===== config.mk =====
export PLATFORM = sky130hd
export DESIGN_NAME = control32_mc_fsm
export DESIGN_NICKNAME = d
export VERILOG_FILES = /design/src/rtl/control32_mc_fsm.sv
export SDC_FILE = /design/constraint.sdc
export NUM_CORES = 1
export LEC_CHECK = 0
export CAP_MARGIN = 10
export CORE_MARGIN = 5
export CORE_UTILIZATION = 40
export DETAILED_ROUTE_END_ITERATION = 10
export DONT_BUFFER_PORTS = 1
export PLACE_DENSITY = 0.61
export SYNTH_ARGS = -nofsm -noshare
export SYNTH_HDL_FRONTEND = slang
export SYNTH_SLANG_ARGS = --single-unit

===== constraint.sdc =====
create_clock -name clock -period 3.57 [get_ports clock]
set_input_delay 0.714 -clock clock [delete_from_list [all_inputs] [get_ports clock]]
set_output_delay 0.714 -clock clock [all_outputs]
set_load 0.1 [all_outputs]

===== src/rtl/control32_mc_fsm.sv =====
// control32_mc_fsm: multicycle IF/ID/EXE/MEM/WB sequencer for Minisys-1A with memory handshake and exception entry.
// Optional MEM_TIMEOUT_EN raises a bus error when memory stalls for MEM_TIMEOUT cycles.
module control32_mc_fsm #(
    parameter int                   ADDR_HI_W   = 22,
    parameter logic [ADDR_HI_W-1:0] IO_PREFIX   = {ADDR_HI_W{1'b1}},
    parameter int                   WAIT_W      = 4,
    parameter int                   MEM_TIMEOUT = 15
) (
    input  logic                 clock,
    input  logic                 reset_n,
    input  logic [31:0]          Instruction,
    input  logic [ADDR_HI_W-1:0] Alu_resultHigh,
    input  logic                 Zero,
    input  logic                 Negative,
    input  logic                 mem_ready,
    input  logic                 irq,
    input  logic                 int_en,
    input  logic                 Reserved_instruction,
    input  logic                 Syscall,
    input  logic                 Break,
    input  logic                 Eret,
    output logic [2:0]           Wpc,
    output logic                 Wir,
    output logic                 Waluresult,
    output logic                 RegWrite_en,
    output logic                 mem_req,
    output logic                 MemRead,
    output logic                 MemWrite,
    output logic                 IORead,
    output logic                 IOWrite,
    output logic                 Wepc,
    output logic [4:0]           Cause,
    output logic [2:0]           state_o
);
    typedef enum logic [2:0] {S_INIT, S_IF, S_ID, S_EXE, S_MEM, S_WB, S_EXC} state_t;

    state_t            st, nxt;
    logic [WAIT_W-1:0] cnt, cnt_d;
    logic [4:0]        cause_q, exc_d;

    logic [5:0] op, fn;
    logic [4:0] rt;
    assign op = Instruction[31:26];
    assign fn = Instruction[5:0];
    assign rt = Instruction[20:16];

    logic unused_bits;
    assign unused_bits = ^{Instruction[25:21], Instruction[15:6]};

    logic is_load, is_store, is_jr, is_jalr, is_j, is_jal, jump, link_j;
    logic beq, bne, blez, bgtz, bltz, bgez, bltzal, bgezal, branch, taken, io;
    assign is_load  = op[5:3] == 3'b100;
    assign is_store = op[5:2] == 4'b1010;
    assign is_jr    = op == 6'd0 && fn == 6'b001000;
    assign is_jalr  = op == 6'd0 && fn == 6'b001001;
    assign is_j     = op == 6'd2;
    assign is_jal   = op == 6'd3;
    assign jump     = is_j | is_jal | is_jr | is_jalr;
    assign link_j   = is_jal | is_jalr;
    assign beq      = op == 6'd4;
    assign bne      = op == 6'd5;
    assign blez     = op == 6'd6;
    assign bgtz     = op == 6'd7;
    assign bltz     = op == 6'd1 && rt == 5'd0;
    assign bgez     = op == 6'd1 && rt == 5'd1;
    assign bltzal   = op == 6'd1 && rt == 5'd16;
    assign bgezal   = op == 6'd1 && rt == 5'd17;
    assign branch   = beq | bne | blez | bgtz | bltz | bgez | bltzal | bgezal;
    assign taken    = (beq & Zero) | (bne & ~Zero) | ((bgez | bgezal) & ~Negative)
                    | ((bltz | bltzal) & Negative) | (bgtz & ~Negative & ~Zero)
                    | (blez & (Negative | Zero));
    assign io       = Alu_resultHigh == IO_PREFIX;

    logic tmo;
`ifdef MEM_TIMEOUT_EN
    assign tmo = cnt == WAIT_W'(MEM_TIMEOUT) && !mem_ready;
`else
    logic unused_tmo;
    assign unused_tmo = cnt == WAIT_W'(MEM_TIMEOUT);
    assign tmo = 1'b0;
`endif

    assign state_o = st;

    always_comb begin
        nxt         = st;
        exc_d       = cause_q;
        Wpc         = 3'b000;
        Wir         = 1'b0;
        Waluresult  = 1'b0;
        RegWrite_en = 1'b0;
        mem_req     = 1'b0;
        MemRead     = 1'b0;
        MemWrite    = 1'b0;
        IORead      = 1'b0;
        IOWrite     = 1'b0;
        Wepc        = 1'b0;
        Cause       = 5'd0;
        case (st)
            S_INIT: nxt = S_IF;
            S_IF: begin
                // a zero wait count marks the first IF cycle, the only point an interrupt is taken
                if (cnt == '0 && irq && int_en) begin
                    nxt   = S_EXC;
                    exc_d = 5'd0;
                end else if (tmo) begin
                    nxt   = S_EXC;
                    exc_d = 5'd6;
                end else begin
                    mem_req = 1'b1;
                    MemRead = 1'b1;
                    Wir     = mem_ready;
                    Wpc     = mem_ready ? 3'b001 : 3'b000;
                    nxt     = mem_ready ? S_ID : S_IF;
                end
            end
            S_ID: begin
                if (Reserved_instruction | Syscall | Break) begin
                    nxt   = S_EXC;
                    exc_d = Reserved_instruction ? 5'd10 : Syscall ? 5'd8 : 5'd9;
                end else if (Eret) begin
                    Wpc = 3'b101;
                    nxt = S_IF;
                end else if (jump) begin
                    Wpc         = 3'b010;
                    RegWrite_en = link_j;
                    nxt         = S_IF;
                end else begin
                    nxt = S_EXE;
                end
            end
            S_EXE: begin
                Waluresult  = 1'b1;
                RegWrite_en = bltzal | bgezal;
                Wpc         = (branch && taken) ? 3'b011 : 3'b000;
                nxt         = (is_load | is_store) ? S_MEM : branch ? S_IF : S_WB;
            end
            S_MEM: begin
                if (io) begin
                    IORead  = is_load;
                    IOWrite = ~is_load;
                    nxt     = is_load ? S_WB : S_IF;
                end else if (tmo) begin
                    nxt   = S_EXC;
                    exc_d = 5'd7;
                end else begin
                    mem_req  = 1'b1;
                    MemRead  = is_load;
                    MemWrite = ~is_load;
                    nxt      = !mem_ready ? S_MEM : is_load ? S_WB : S_IF;
                end
            end
            S_WB: begin
                RegWrite_en = 1'b1;
                nxt         = S_IF;
            end
            S_EXC: begin
                Wepc  = 1'b1;
                Wpc   = 3'b100;
                Cause = cause_q;
                nxt   = S_IF;
            end
            default: nxt = S_INIT;
        endcase
        cnt_d = (nxt == st && (st == S_IF || st == S_MEM)) ? (&cnt ? cnt : cnt + 1'b1) : '0;
    end

    always_ff @(posedge clock or negedge reset_n) begin
        if (!reset_n) begin
            st      <= S_INIT;
            cnt     <= '0;
            cause_q <= 5'd0;
        end else begin
            st      <= nxt;
            cnt     <= cnt_d;
            cause_q <= exc_d;
        end
    end
endmodule


## Yosys cells after proc, flatten, opt, wreduce, memory -nomap -nowiden

Cells that the tools add are included.
W data, S select, Z words.

- Register bits: 12
- Output and inout bits: 20
- Word-level logic and storage cells: 126

- Add/sub/neg operators: 1
- Equality and inequality tests: 25
- Multiplexer cells: 45
- Bitwise operators: 33
- Reduce and logical (&&, ||, !) cells: 19

Operator list:

| cell | number |
|---|---|
| $mux W3 | 9 |
| $eq A6 B3 Y1 const B | 4 |
| $or A1 B1 Y1 | 23 |
| $eq A22 B22 Y1 const B | 1 |
| $mux W1 | 19 |
| $mux W5 | 3 |
| $pmux W3 S5 | 1 |
| $eq A3 B3 Y1 const B | 4 |
| $eq A6 B2 Y1 const B | 2 |
| $eq A6 B4 Y1 const B | 2 |
| $mux W2 | 6 |
| $pmux W3 S4 | 1 |
| $eq A5 B5 Y1 const B | 2 |
| $logic_and A1 B1 Y1 | 10 |
| $pmux W5 S2 | 1 |
| $mux W4 | 2 |
| $and A1 B1 Y1 | 7 |
| $eq A3 B2 Y1 const B | 2 |
| $eq A6 B1 Y1 const B | 1 |
| $logic_not A6 Y1 | 1 |
| $ne A2 B2 Y1 const B | 3 |
| $eq A5 B1 Y1 const B | 1 |
| $logic_not A5 Y1 | 1 |
| $add A4 B1 Y4 const B | 1 |
| 13 further kinds | 16 |

## Longest topological paths before layout

- Depth in word-level cells: 14
- Depth in mapped cells: 6
- Mapped depth without buffers: 6

## Worst setup path after synthesis

No wires, ideal clock.

- Path type: reg2out
- From: register st[1] (netlist: state_o[1])
- To: output Wpc[1]
- Arrival: 4.921 ns
- Slack: -2.065 ns
- Stages on the path, launching flop included: 6
- Buffers on the path: 1
- Path through: dfrtp_1 > buf_4 > nand2_1 > nor2_1 > nand2_1 > o21ai_0

- Longest elaborated chain between the ends: 2

Ends and longest elaborated chain:

| what | RTL line | source |
|---|---|---|
| start, declared | 37 | `state_t st, nxt;` |
| start signal, assigned | 174 | `st <= nxt;` |
| $eq A3 B3 Y1 (tied with other cells) | 99 | `case (st)` |
| $pmux W3 S4 * | 99 |  |
| end, declared | 22 | `output logic [2:0] Wpc,` |

Mark *: on every way between the ends. The rest lies on a longest branch, timed or not.

## Final worst setup path

- From: register st[2] (netlist: state_o[2])
- To: output Wpc[1]

Same word-level chain as after synthesis.

==> key figures <==
Layout
  • Post-route cell area: approximately 1300 sq um
  • Area Overhead vs Synth: 29.1%
  • Layout cells sized above 1: 0.275
  • Layout net count: 207
  • Diode count: 0
  • Final Core Density: 0.551
  • Commonest cells after routing, fill and taps aside: buf_4 (17), nand2_1 (10), a21oi_1 (10), dfrtp_1 (10), nor2_1 (6)
  • Most common cell after layout, fill and taps aside: buf_4
  • Finished Layout Cells: approximately 170
  • # fillers: 234

Power
  • Switch Pwr: around 670 uW
  • Internal power: roughly 400 uW
  • VDD IR-drop max: roughly 0.53 mV
  • Part of the power in registers: 0.197
  • Part of the power in the clock network: 0.076
  • Leak: approximately 0.52 nW
  • Pwr dens: 847 nW/um^2
  • Design Power: approximately 1.1 mW
  • Sw Ratio: 0.628
  • Comb pwr share: 0.727

Setup path
  • Crit path kind: flip-flop to output pin
  • Crit-path max FO: 12
  • CP Data Arrival Time: between 2 and 2.5 ns
  • CP Capture Type: output pin
  • Worst EP required: roughly 2.9 ns
  • Worst Setup Start Kind: flip-flop

Routing
  • M1 wire length: 1.14 mm
  • Number of nets with antenna violations after routing: 0
  • Routed Wire Length: about 2.9 mm
  • DR WL met3: 233 um
  • Met2 WL post-DR: between 1.5 and 2 mm
  • DRC viols: 0
  • Highest routed layer: met4
  • DR WL/cell: approximately 18 um
  • DRT iter0 DRCs: 40
  • Total number of vias: ~1000
  • Detailed-route vias per instance: roughly 6.3
  • TritonRoute pass-1 iters: 4

CTS
  • Post_cts resized: 0
  • H-tree Lvls: 1
  • Root Driver: clkbuf_4
  • TritonCTS buffer count: 3
  • Cts hold-fix bufs: 0
  • CTS Sinks: 10
  • Clk pin slew, worst setup/hold paths: 0.07 ns
  • Max clock buf depth: 2
  • CTS tree: yes
  • Worst skew pair latency: ~0.27 ns
  • Postcts setup bufs: 0

STA
  • WHS: 0.127 ns
  • Min Tclk post-route: 2.89 ns
  • Fmax: about 350 MHz
  • Setup Skew: 0.00674 ns
  • Worst slew pin tran: roughly 0.53 ns
  • Setup TNS: 0 ns
  • RSZ-0062 raised after global routing: no
  • Max Slew Vio Count: 0
  • Final hold vios: 0
  • Final setup violating endpoints: 0
  • Final worst slack: about 0.68 ns
  • Slew Limit Headroom: 0.645
  • Tcrit/Tclk final: 0.810

Synth
  • Synth Area in Simple Gates: 0.382
  • Post-synth EDFFs: 0
  • FFs w/ async S/R, synth: 1.00
  • Yosys cell types: 50
  • Synthesized flop and latch total: 10
  • Dominant cell type by area after synthesis: dfrtp_1
  • Post-Synth Adder-Cell Area: 0.0257
  • Register area share after synthesis: 0.257
  • Syn Inst Count: around 120
  • XOR/XNOR Fraction of Synth Area: 0.0270
  • Top cell type's share of synthesized area: 0.257
  • Synth Area in Compound Gates: 0.241
  • YS warnings: 0
  • Synthesized area: 972 sq um
  • Main combinational cell family by area after synthesis: simple AND/OR/NAND/NOR gates
  • Post-synth top flop: dfrtp_1
  • Synthesized area per cell: 8.17 sq um
  • Mux cell area share after synthesis: 0.0116
  • Top cells by area, synth: dfrtp_1 (26%), a21oi_1 (5.1%), nand2_1 (3.9%)

Global route
  • Largest net degree at the start of global routing: 13
  • GRT Total Usage: 0.164
  • First-pass GRT wire length: approximately 4.5 mm
  • Vias in the first global route: 1065
  • Initial antenna violation count: 0
  • Grt total ovfl: 0

Die
  • Total core area: between 2000 and 2500 sq um
  • Die X: 59.3 um
  • Total Die Area: 3520 sq um
  • Site row count: 17
  • Starting Density: 0.427
  • Die H: roughly 59 um
  • IO Count: 85

Placement
  • DP HPWL: 2.38 mm
  • PortBufs: 0
  • Post-placement cell area: 1230 sq um
  • Post-Place Setup Slack: between 0.7 and 0.8 ns
  • Dpl cells: between 150 and 200
  • Routability cong.: just under 0.8

Hold path
  • Worst Hold Class: input port to async pin

Run
  • Max capacitance violation total: 0

Outcome
  • Status: completed
-- critical path, cell delays in order (launching register included) --
cell,delay (ns)
dfrtp_1,0.55
nor3b_4,0.34
nand2_1,0.17
or4_1,0.55
o21ai_2,0.10
buf_12,0.19
-- power by group through the flow --
| stage | registers [mW] | clock network [mW] | logic, mW |
|---|---|---|---|
| after detailed placement | 0.211 | 0 | 0.773 |
| after CTS | 0.209 | 0.0817 | 0.775 |
| final | 0.210 | 0.0809 | 0.772 |
| after global routing | 0.217 | 0.0881 | 0.807 |
| after floorplan | 0.281 | 0 | 0.555 |
| after global placement | 0.208 | 0 | 0.763 |
-- registers in the layout (all words and copies together), names as in the netlist --
register  cells
cnt           4
cause_q       3
state_o       3
-- cells by family (layout without fill, tap and decap cells) --
group	count (synthesis)	after routing
mux	1	1
compound gates	34	34
buf+inv	8	26
flops	10	10
other cells	1	2
simple gates	60	60
fa+ha+maj	2	2
xor+xnor	3	3
-- synthesized netlist by cell type (2+ instances only) --
library cell and n:
buf_4 3, o211ai_1 2, xnor2_1 3, inv_1 2, a21oi_1 10, nand2_1 10, nand3_1 3, o41ai_1 3
nor2b_1 2, nand3b_1 4, dfrtp_1 10, nor3_1 5, nor3b_1 2, a211oi_1 2, o21ai_0 2, and3_1 4
a21o_1 2, a32oi_1 2, o21ai_1 2, ha_1 2, nor4_1 2, nor2_1 10, nand4_1 5
-- final cells by class --
class                   count  area [sq um]  area share
well taps                  28          35.0      0.0279
multi-input cells         102           748       0.596
flip-flops and latches     10           250       0.199
clock buffers               3          22.5      0.0179
inverters                   3          11.3     0.00897
repair buffers             20           188       0.150
-- metal layers --
metal | up-vias | global-route usage
li1 | 500 | -
met1 | 505 | 0.171
met2 | 39 | 0.306
met3 | 2 | 0.0588
met4 | 0 | 0.0421
met5 | - | 0
-- path summary, 6_finish.rpt --
path,startpoint,to,slack [ns],depth (start not counted)
hold / removal,reset_n,cnt[2],0.13,0
min in group clock,cause_q[3],cause_q[3],0.48,1
max in group asynchronous,reset_n,cause_q[3],3.37,0
setup / recovery,state_o[2],Wpc[1],0.68,5
setup reg to reg,state_o[2],state_o[0],1.65,4
hold reg to reg,cause_q[3],cause_q[3],0.48,1
(Power assumes the default switching activity.)
